`config.mk`:
```
export PLATFORM = sky130hd
export DESIGN_NAME = izh_neuron_array
export DESIGN_NICKNAME = d
export VERILOG_FILES = /design/src/rtl/izh_neuron_array.sv
export SDC_FILE = /design/constraint.sdc
export NUM_CORES = 2
export LEC_CHECK = 0
export CAP_MARGIN = 20
export CELL_PAD_IN_SITES_DETAIL_PLACEMENT = 2
export CELL_PAD_IN_SITES_GLOBAL_PLACEMENT = 2
export CORE_ASPECT_RATIO = 1.75
export CORE_UTILIZATION = 39
export CTS_CLUSTER_DIAMETER = 60
export CTS_CLUSTER_SIZE = 25
export DETAILED_ROUTE_END_ITERATION = 10
export PLACE_DENSITY_LB_ADDON = 0.1
export SLEW_MARGIN = 10
export SYNTH_ARGS = -nofsm -noshare
export SYNTH_HDL_FRONTEND = slang
export SYNTH_SLANG_ARGS = --single-unit
```
`constraint.sdc`:
```
create_clock -name clk -period 28.3 [get_ports clk]
set_clock_uncertainty 0.2 [all_clocks]
set_input_delay 2.83 -clock clk [delete_from_list [all_inputs] [get_ports clk]]
set_output_delay 2.83 -clock clk [all_outputs]
set_load 0.01 [all_outputs]
```
`src/rtl/izh_neuron_array.sv`:
```
// izh_neuron_array
//   Time-multiplexed array of N Izhikevich neurons sharing one fixed-point
//   datapath. A step request walks the neurons in index order, one per clock,
//   and publishes the spike flags once the last neuron is updated.
//
// Ports
//   clk        clock, rising edge
//   reset      asynchronous active-low reset
//   step       one-cycle request to advance every neuron by one time step
//   i_flat     packed signed input currents, neuron k at [k*W +: W]
//   cfg_we     configuration write strobe (honoured only while idle)
//   cfg_idx    neuron targeted by the write
//   cfg_sel    0=a 1=b 2=c 3=d 4=p(global) 5=v 6=u 7=no effect
//   cfg_data   signed write data
//   rd_idx     neuron observed on v_out/u_out
//   v_out      v of neuron rd_idx (combinational)
//   u_out      u of neuron rd_idx (combinational)
//   busy       high while a step is in progress
//   done       one-cycle pulse when a step completes
//   spike_vec  spike flags from the last completed step
//
// state | meaning
// IDLE  | waiting for step; configuration writes accepted
// CALC  | updating neuron idx_r this cycle; last neuron returns to IDLE
module izh_neuron_array #(
    parameter int W        = 20,
    parameter int FRAC     = 16,
    parameter int N        = 4,
    parameter int DT_SHIFT = 4,
    parameter int IW       = (N > 1) ? $clog2(N) : 1
) (
    input  logic                clk,
    input  logic                reset,
    input  logic                step,
    input  logic [N*W-1:0]      i_flat,
    input  logic                cfg_we,
    input  logic [IW-1:0]       cfg_idx,
    input  logic [2:0]          cfg_sel,
    input  logic signed [W-1:0] cfg_data,
    input  logic [IW-1:0]       rd_idx,
    output logic [W-1:0]        v_out,
    output logic [W-1:0]        u_out,
    output logic                busy,
    output logic                done,
    output logic [N-1:0]        spike_vec
);

    // Round-to-nearest conversion of a value given in thousandths.
    function automatic logic signed [W-1:0] q_milli(input longint milli);
        longint scaled;
        longint r;
        scaled = milli * (longint'(1) <<< FRAC);
        if (scaled >= 0) r = (scaled + 500) / 1000;
        else             r = -((-scaled + 500) / 1000);
        return W'(r);
    endfunction

    localparam logic signed [W-1:0] V_RST = q_milli(-700);
    localparam logic signed [W-1:0] U_RST = q_milli(-200);
    localparam logic signed [W-1:0] A_RST = q_milli(20);
    localparam logic signed [W-1:0] B_RST = q_milli(200);
    localparam logic signed [W-1:0] C_RST = q_milli(-650);
    localparam logic signed [W-1:0] D_RST = q_milli(80);
    localparam logic signed [W-1:0] P_RST = q_milli(300);
    localparam logic signed [W-1:0] C14   = q_milli(1400);

    localparam logic signed [W-1:0]   MAX_W = {1'b0, {(W-1){1'b1}}};
    localparam logic signed [W-1:0]   MIN_W = {1'b1, {(W-1){1'b0}}};
    localparam logic signed [W+1:0]   MAX_A = {3'b000, {(W-1){1'b1}}};
    localparam logic signed [W+1:0]   MIN_A = {3'b111, {(W-1){1'b0}}};
    localparam logic signed [2*W-1:0] MAX_M = {{(W+1){1'b0}}, {(W-1){1'b1}}};
    localparam logic signed [2*W-1:0] MIN_M = {{(W+1){1'b1}}, {(W-1){1'b0}}};

    localparam int             DV_SHIFT = DT_SHIFT - 2;
    localparam logic [IW-1:0]  LAST     = IW'(N - 1);
    localparam logic [IW:0]    N_L      = (IW + 1)'(N);

    function automatic logic signed [W-1:0] sat_a(input logic signed [W+1:0] x);
        if (x > MAX_A) return MAX_W;
        if (x < MIN_A) return MIN_W;
        return x[W-1:0];
    endfunction

    function automatic logic signed [W-1:0] sadd(input logic signed [W-1:0] x,
                                                  input logic signed [W-1:0] y);
        logic signed [W+1:0] s;
        s = (W+2)'(x) + (W+2)'(y);
        return sat_a(s);
    endfunction

    function automatic logic signed [W-1:0] ssub(input logic signed [W-1:0] x,
                                                  input logic signed [W-1:0] y);
        logic signed [W+1:0] s;
        s = (W+2)'(x) - (W+2)'(y);
        return sat_a(s);
    endfunction

    // Full-width product rescaled by FRAC; a zero operand gives an exact zero.
    function automatic logic signed [W-1:0] smul(input logic signed [W-1:0] x,
                                                  input logic signed [W-1:0] y);
        logic signed [2*W-1:0] p;
        logic signed [2*W-1:0] sh;
        p  = (2*W)'(x) * (2*W)'(y);
        sh = p >>> FRAC;
        if (sh > MAX_M) return MAX_W;
        if (sh < MIN_M) return MIN_W;
        return sh[W-1:0];
    endfunction

    // |x| with the most-negative code folded onto the most-positive one.
    function automatic logic signed [W-1:0] sabs(input logic signed [W-1:0] x);
        if (x == MIN_W) return MAX_W;
        if (x[W-1])     return -x;
        return x;
    endfunction

    typedef enum logic {IDLE, CALC} state_t;

    state_t state, state_nxt;
    logic   start, last;

    logic signed [W-1:0] v_r [N];
    logic signed [W-1:0] u_r [N];
    logic signed [W-1:0] a_r [N];
    logic signed [W-1:0] b_r [N];
    logic signed [W-1:0] c_r [N];
    logic signed [W-1:0] d_r [N];
    logic signed [W-1:0] p_r;
    logic [IW-1:0]       idx_r;
    logic [N-1:0]        spk_acc;

    always_ff @(posedge clk or negedge reset) begin
        if (!reset) state <= IDLE;
        else        state <= state_nxt;
    end

    always_comb begin
        state_nxt = state;
        busy      = 1'b0;
        start     = 1'b0;
        last      = 1'b0;
        case (state)
            IDLE: begin
                if (step) begin
                    start     = 1'b1;
                    state_nxt = CALC;
                end
            end
            CALC: begin
                busy = 1'b1;
                if (idx_r == LAST) begin
                    last      = 1'b1;
                    state_nxt = IDLE;
                end
            end
            default: state_nxt = IDLE;
        endcase
    end

    logic cfg_ok;
    assign cfg_ok = cfg_we && (state == IDLE) && ({1'b0, cfg_idx} < N_L);

    logic signed [W-1:0] vk, uk, ak, bk, ck, dk, ik, i_abs;
    logic signed [W-1:0] t_vv, t_s1, t_s2, t_s3, t_s4, t_s5, v_upd;
    logic signed [W-1:0] t_bv, t_bvu, t_abvu, u_upd;
    logic signed [W-1:0] v_nxt, u_nxt;
    logic                fire;
    logic [N-1:0]        spk_nxt;

    always_comb begin
        vk    = v_r[idx_r];
        uk    = u_r[idx_r];
        ak    = a_r[idx_r];
        bk    = b_r[idx_r];
        ck    = c_r[idx_r];
        dk    = d_r[idx_r];
        ik    = i_flat[int'(idx_r)*W +: W];
        i_abs = sabs(ik);

        t_vv  = smul(vk, vk);
        t_s1  = sadd(t_vv, vk);
        t_s2  = sadd(t_s1, vk >>> 2);
        t_s3  = sadd(t_s2, C14 >>> 2);
        t_s4  = ssub(t_s3, uk >>> 2);
        t_s5  = sadd(t_s4, i_abs >>> 2);
        v_upd = sadd(vk, t_s5 >>> DV_SHIFT);

        t_bv   = smul(bk, vk);
        t_bvu  = ssub(t_bv, uk);
        t_abvu = smul(ak, t_bvu);
        u_upd  = sadd(uk, t_abvu >>> DT_SHIFT);

        fire = (vk > p_r);
        if (fire) begin
            v_nxt = ck;
            u_nxt = sadd(uk, dk);
        end else begin
            v_nxt = v_upd;
            u_nxt = u_upd;
        end

        spk_nxt        = spk_acc;
        spk_nxt[idx_r] = fire;
    end

    always_ff @(posedge clk or negedge reset) begin
        if (!reset) begin
            for (int k = 0; k < N; k++) begin
                v_r[k] <= V_RST;
                u_r[k] <= U_RST;
                a_r[k] <= A_RST;
                b_r[k] <= B_RST;
                c_r[k] <= C_RST;
                d_r[k] <= D_RST;
            end
            p_r       <= P_RST;
            idx_r     <= '0;
            spk_acc   <= '0;
            spike_vec <= '0;
            done      <= 1'b0;
        end else begin
            done <= 1'b0;
            if (cfg_ok) begin
                case (cfg_sel)
                    3'd0:    a_r[cfg_idx] <= cfg_data;
                    3'd1:    b_r[cfg_idx] <= cfg_data;
                    3'd2:    c_r[cfg_idx] <= cfg_data;
                    3'd3:    d_r[cfg_idx] <= cfg_data;
                    3'd4:    p_r          <= cfg_data;
                    3'd5:    v_r[cfg_idx] <= cfg_data;
                    3'd6:    u_r[cfg_idx] <= cfg_data;
                    default: ;
                endcase
            end
            if (start) begin
                idx_r   <= '0;
                spk_acc <= '0;
            end
            if (busy) begin
                v_r[idx_r] <= v_nxt;
                u_r[idx_r] <= u_nxt;
                spk_acc    <= spk_nxt;
                if (last) begin
                    idx_r     <= '0;
                    spike_vec <= spk_nxt;
                    done      <= 1'b1;
                end else begin
                    idx_r <= idx_r + IW'(1);
                end
            end
        end
    end

    logic rd_ok;
    assign rd_ok = ({1'b0, rd_idx} < N_L);
    assign v_out = rd_ok ? v_r[rd_idx] : '0;
    assign u_out = rd_ok ? u_r[rd_idx] : '0;

endmodule

```
==> results.cfg <==
[worst_setup_path]
path_delay_family = adder cells
cp.required_ns = 28.71
cpMaxStageDelayCell = a21oi_4
critPathBufInv = 19
cp_max_fo = 52
crit_type = reg2reg
cp_slowest_stage_delay_ns = 0.79
worstSetupEndpointType = flip-flop
start_kind = flip-flop
crit_start = idx_r[0]$_DFFE_PN0P_
r2r-start = idx_r[0]$_DFFE_PN0P_
cp.arrival_ns = 27.43
cp_common_cell = fa_1

[hold_path]
hp-class = reg2reg
min_from = spike_vec[0]$_DFFE_PN0P_

[yosys]
synth.area.top_cells = fa_1 (32%), dfrtp_1 (8.5%), dfstp_2 (8.4%)
yosys.area.top_type = fa_1
yosys_register_bits = 511
yosys_warnings = 0
synth_enable_flop_cells = 0
avgSynthCellArea_um2 = 9.75
netlist_area_um2 = 77300
synth_cells = 7931
synth_flop_cell = dfrtp_1
async_flop_share_pct = 100
yosysSeqAreaShare_pct = 16.9
synth_cell_types = 106
synth_top_area_share_pct = 31.8

[timing]
finalSetupViolations = 0
hold_violations = 0
slew_headroom_pct = 23.9
worstMarginPinSlew_ns = 1.14
max_clock_freq_mhz = 37.0
period_minus_slack_ns = 27.02
finalCritPeriodShare_pct = 95.5
setup_ws_ns = 1.28
tns_ns = 0
drv_slew = 0

[placement]
routabilityCongestion = 0.913
hpwl_um = 245000
postPlaceCellArea_um2 = 82700
post-place-ws_ns = -0.924
io_buffers = 156

[routing]
ant_nets = 0
drc_errors = 0
routed_wl_um = 302000
dr.pass1.iters = 7
via_count = 59000
routed_via_density = 5.54
wl_per_cell_um = 28.3
drt_iter0_drc = 2280

[global_routing]
antenna_found_initial = 7
grt_overflow_total = 0
grt_pass1_vias = 70400
track_usage_pct = 30.3
grt_start_max_net_pins = 102
grt_pass1_wl_um = 451000

[floorplan]
die_x_um = 339
rows = 215
die_y_um = 591
core_um2 = 196000
die_area_um2 = 200000
initial_core_util_pct = 39.4
io_pins = 157

[clock_tree]
clkTransAtPathRegs_ns = 0.11
cts_buffers = 26
insertion_delay_ns = 0.68
clock_sinks = 511
cts_buffer_depth = 3
ctsHoldBuffers = 0
htreeDepth = 1
cts_tree = done
cts_root_buffer = clkbuf_16

[cells_and_area]
design_area_um2 = 84300
area_delta_synth_final_pct = 9.00
layout-drive-gt1-share_pct = 15.8
layout.nets = 9851

[job]
maxCapViolations = 0

[run_status]
status = complete, no violations
## synth_stat cells, types with 9 or more instances
cell type / n
a211oi_1: 27
a21boi_0: 9
a21o_1: 115
a21oi_1: 286
a221oi_1: 31
a31o_2: 10
a31oi_1: 15
and2_1: 71
and3_1: 25
buf_1: 47
buf_2: 13
clkbuf_1: 316
dfrtp_1: 263
dfstp_2: 248
fa_1: 1226
ha_1: 502
inv_1: 1371
mux2_2: 395
mux2i_1: 207
mux4_2: 132
nand2_1: 933
nand2_2: 11
nand2b_1: 52
nand3_1: 55
nand4_1: 19
nor2_1: 554
nor2b_1: 63
nor3_1: 39
nor3b_1: 12
o211ai_1: 17
o21a_1: 72
o21ai_0: 200
o21ai_1: 57
o21bai_1: 38
o221a_2: 28
o22ai_1: 18
o31a_1: 9
o31ai_1: 16
or2_2: 14
or3_1: 13
xnor2_1: 163
xor2_1: 86
## what timing repair did
| action | CTS | global route |
|---|---|---|
| endpoints found under the setup margin | 76 | 160 |
| hold endpoints to repair | 0 | 0 |
| resized for setup | 8 | 58 |
| buffers inserted | 4 | 20 |
| gates cloned | 0 | 1 |
| pin swaps | 1 | 13 |
## flip-flops by register name (all words and copies together), names as in the netlist
name       cells
a_r           80
done           1
idx_r          2
spk_acc        3
c_r           80
p_r           20
b_r           80
d_r           80
v_r           80
state          1
spike_vec      4
u_r           80
## worst paths after layout
kind                                       endpoint  slack, ns  depth (start not counted)
min in group asynchronous         u_r[12]$_DFF_PN0_       1.95                          1
setup reg to reg                  u_r[64]$_DFF_PN0_       1.28                         85
max in group asynchronous         v_r[56]$_DFF_PN1_      23.55                          4
setup / recovery                  u_r[64]$_DFF_PN0_       1.28                         85
hold reg to reg            spike_vec[0]$_DFFE_PN0P_       0.30                          2
hold / removal             spike_vec[0]$_DFFE_PN0P_       0.30                          2
## tightest hold or removal path, delay by kind of cell (launching register included)
| family | cells | cell delay [ns] |
|---|---|---|
| DFF | 1 | 0.36 |
| and+or+nand+nor | 2 | 0.11 |
## final cells by class
| class | count | area [um2] |
|---|---|---|
| repair buffers | 432 | 3870 |
| fillers | 21100 | 112000 |
| clock buffers | 37 | 733 |
| multi-input cells | 5662 | 57900 |
| flip-flops and latches | 511 | 13100 |
| diodes | 4 | 10.0 |
| well taps | 2604 | 3260 |
| inverters | 1379 | 5190 |
| clock inverters | 10 | 138 |
## through the flow
| step | cells | hold slack, ns | util, % |
|---|---|---|---|
| after CTS | 10600 | 0.307 | 42.6 |
| after detailed placement | 10600 | 0.271 | 42.1 |
| after floorplan | 7933 | 0.274 | - |
| after global placement | 10600 | 0.269 | 42.1 |
| after global routing | 10600 | 0.326 | 42.9 |
| final | 10600 | 0.295 | 42.9 |
## per-layer routing
metal	global-route usage (%)	vias to the layer above	part of all wire [%]
li1	-	25500	-
met1	33.1	32000	37
met2	58.1	1026	54
met3	1.74	476	2.3
met4	16.3	4	6.2
met5	0	-	0.0063
## cells by family (layout without fill, tap and decap cells)
family                   Yosys count  count (layout)  share of synthesized area (%)
AO/OA/AOI/OAI                   1038            1038                           8.81
XOR/XNOR                         249             249                           2.82
adder cells (fa/ha/maj)         1733            1733                           39.9
buffers and inverters           1761            1858                           8.62
flip-flops                       511             511                           16.9
multiplexers                     735             736                           12.3
other                              1               7                        0.00485
AND/OR/NAND/NOR                 1903            1903                           10.6
## placed cells by master (no fill, tap or decap), types with 52 or more instances in the layout
master | synthesis | layout
ha_1 | 502 | 501
mux2i_1 | 207 | 206
o21ai_0 | 200 | 178
nor2b_1 | 63 | 62
nand3_1 | 55 | 54
mux2_2 | 395 | 395
a21o_1 | 115 | 114
xor2_1 | 86 | 86
clkdlybuf4s50_1 | 0 | 148
buf_4 | 4 | 251
o21ai_1 | 57 | 55
a21oi_1 | 286 | 276
and2_1 | 71 | 71
xnor2_1 | 163 | 162
fa_1 | 1226 | 1226
dfrtp_1 | 263 | 261
nand2_1 | 933 | 930
nand2b_1 | 52 | 52
mux4_2 | 132 | 132
nor2_1 | 554 | 543
dfstp_2 | 248 | 248
inv_1 | 1371 | 1367
o21a_1 | 72 | 72
Power is not shown: default switching activity piles up to over one toggle a cycle in this logic, so the estimate is an artifact.
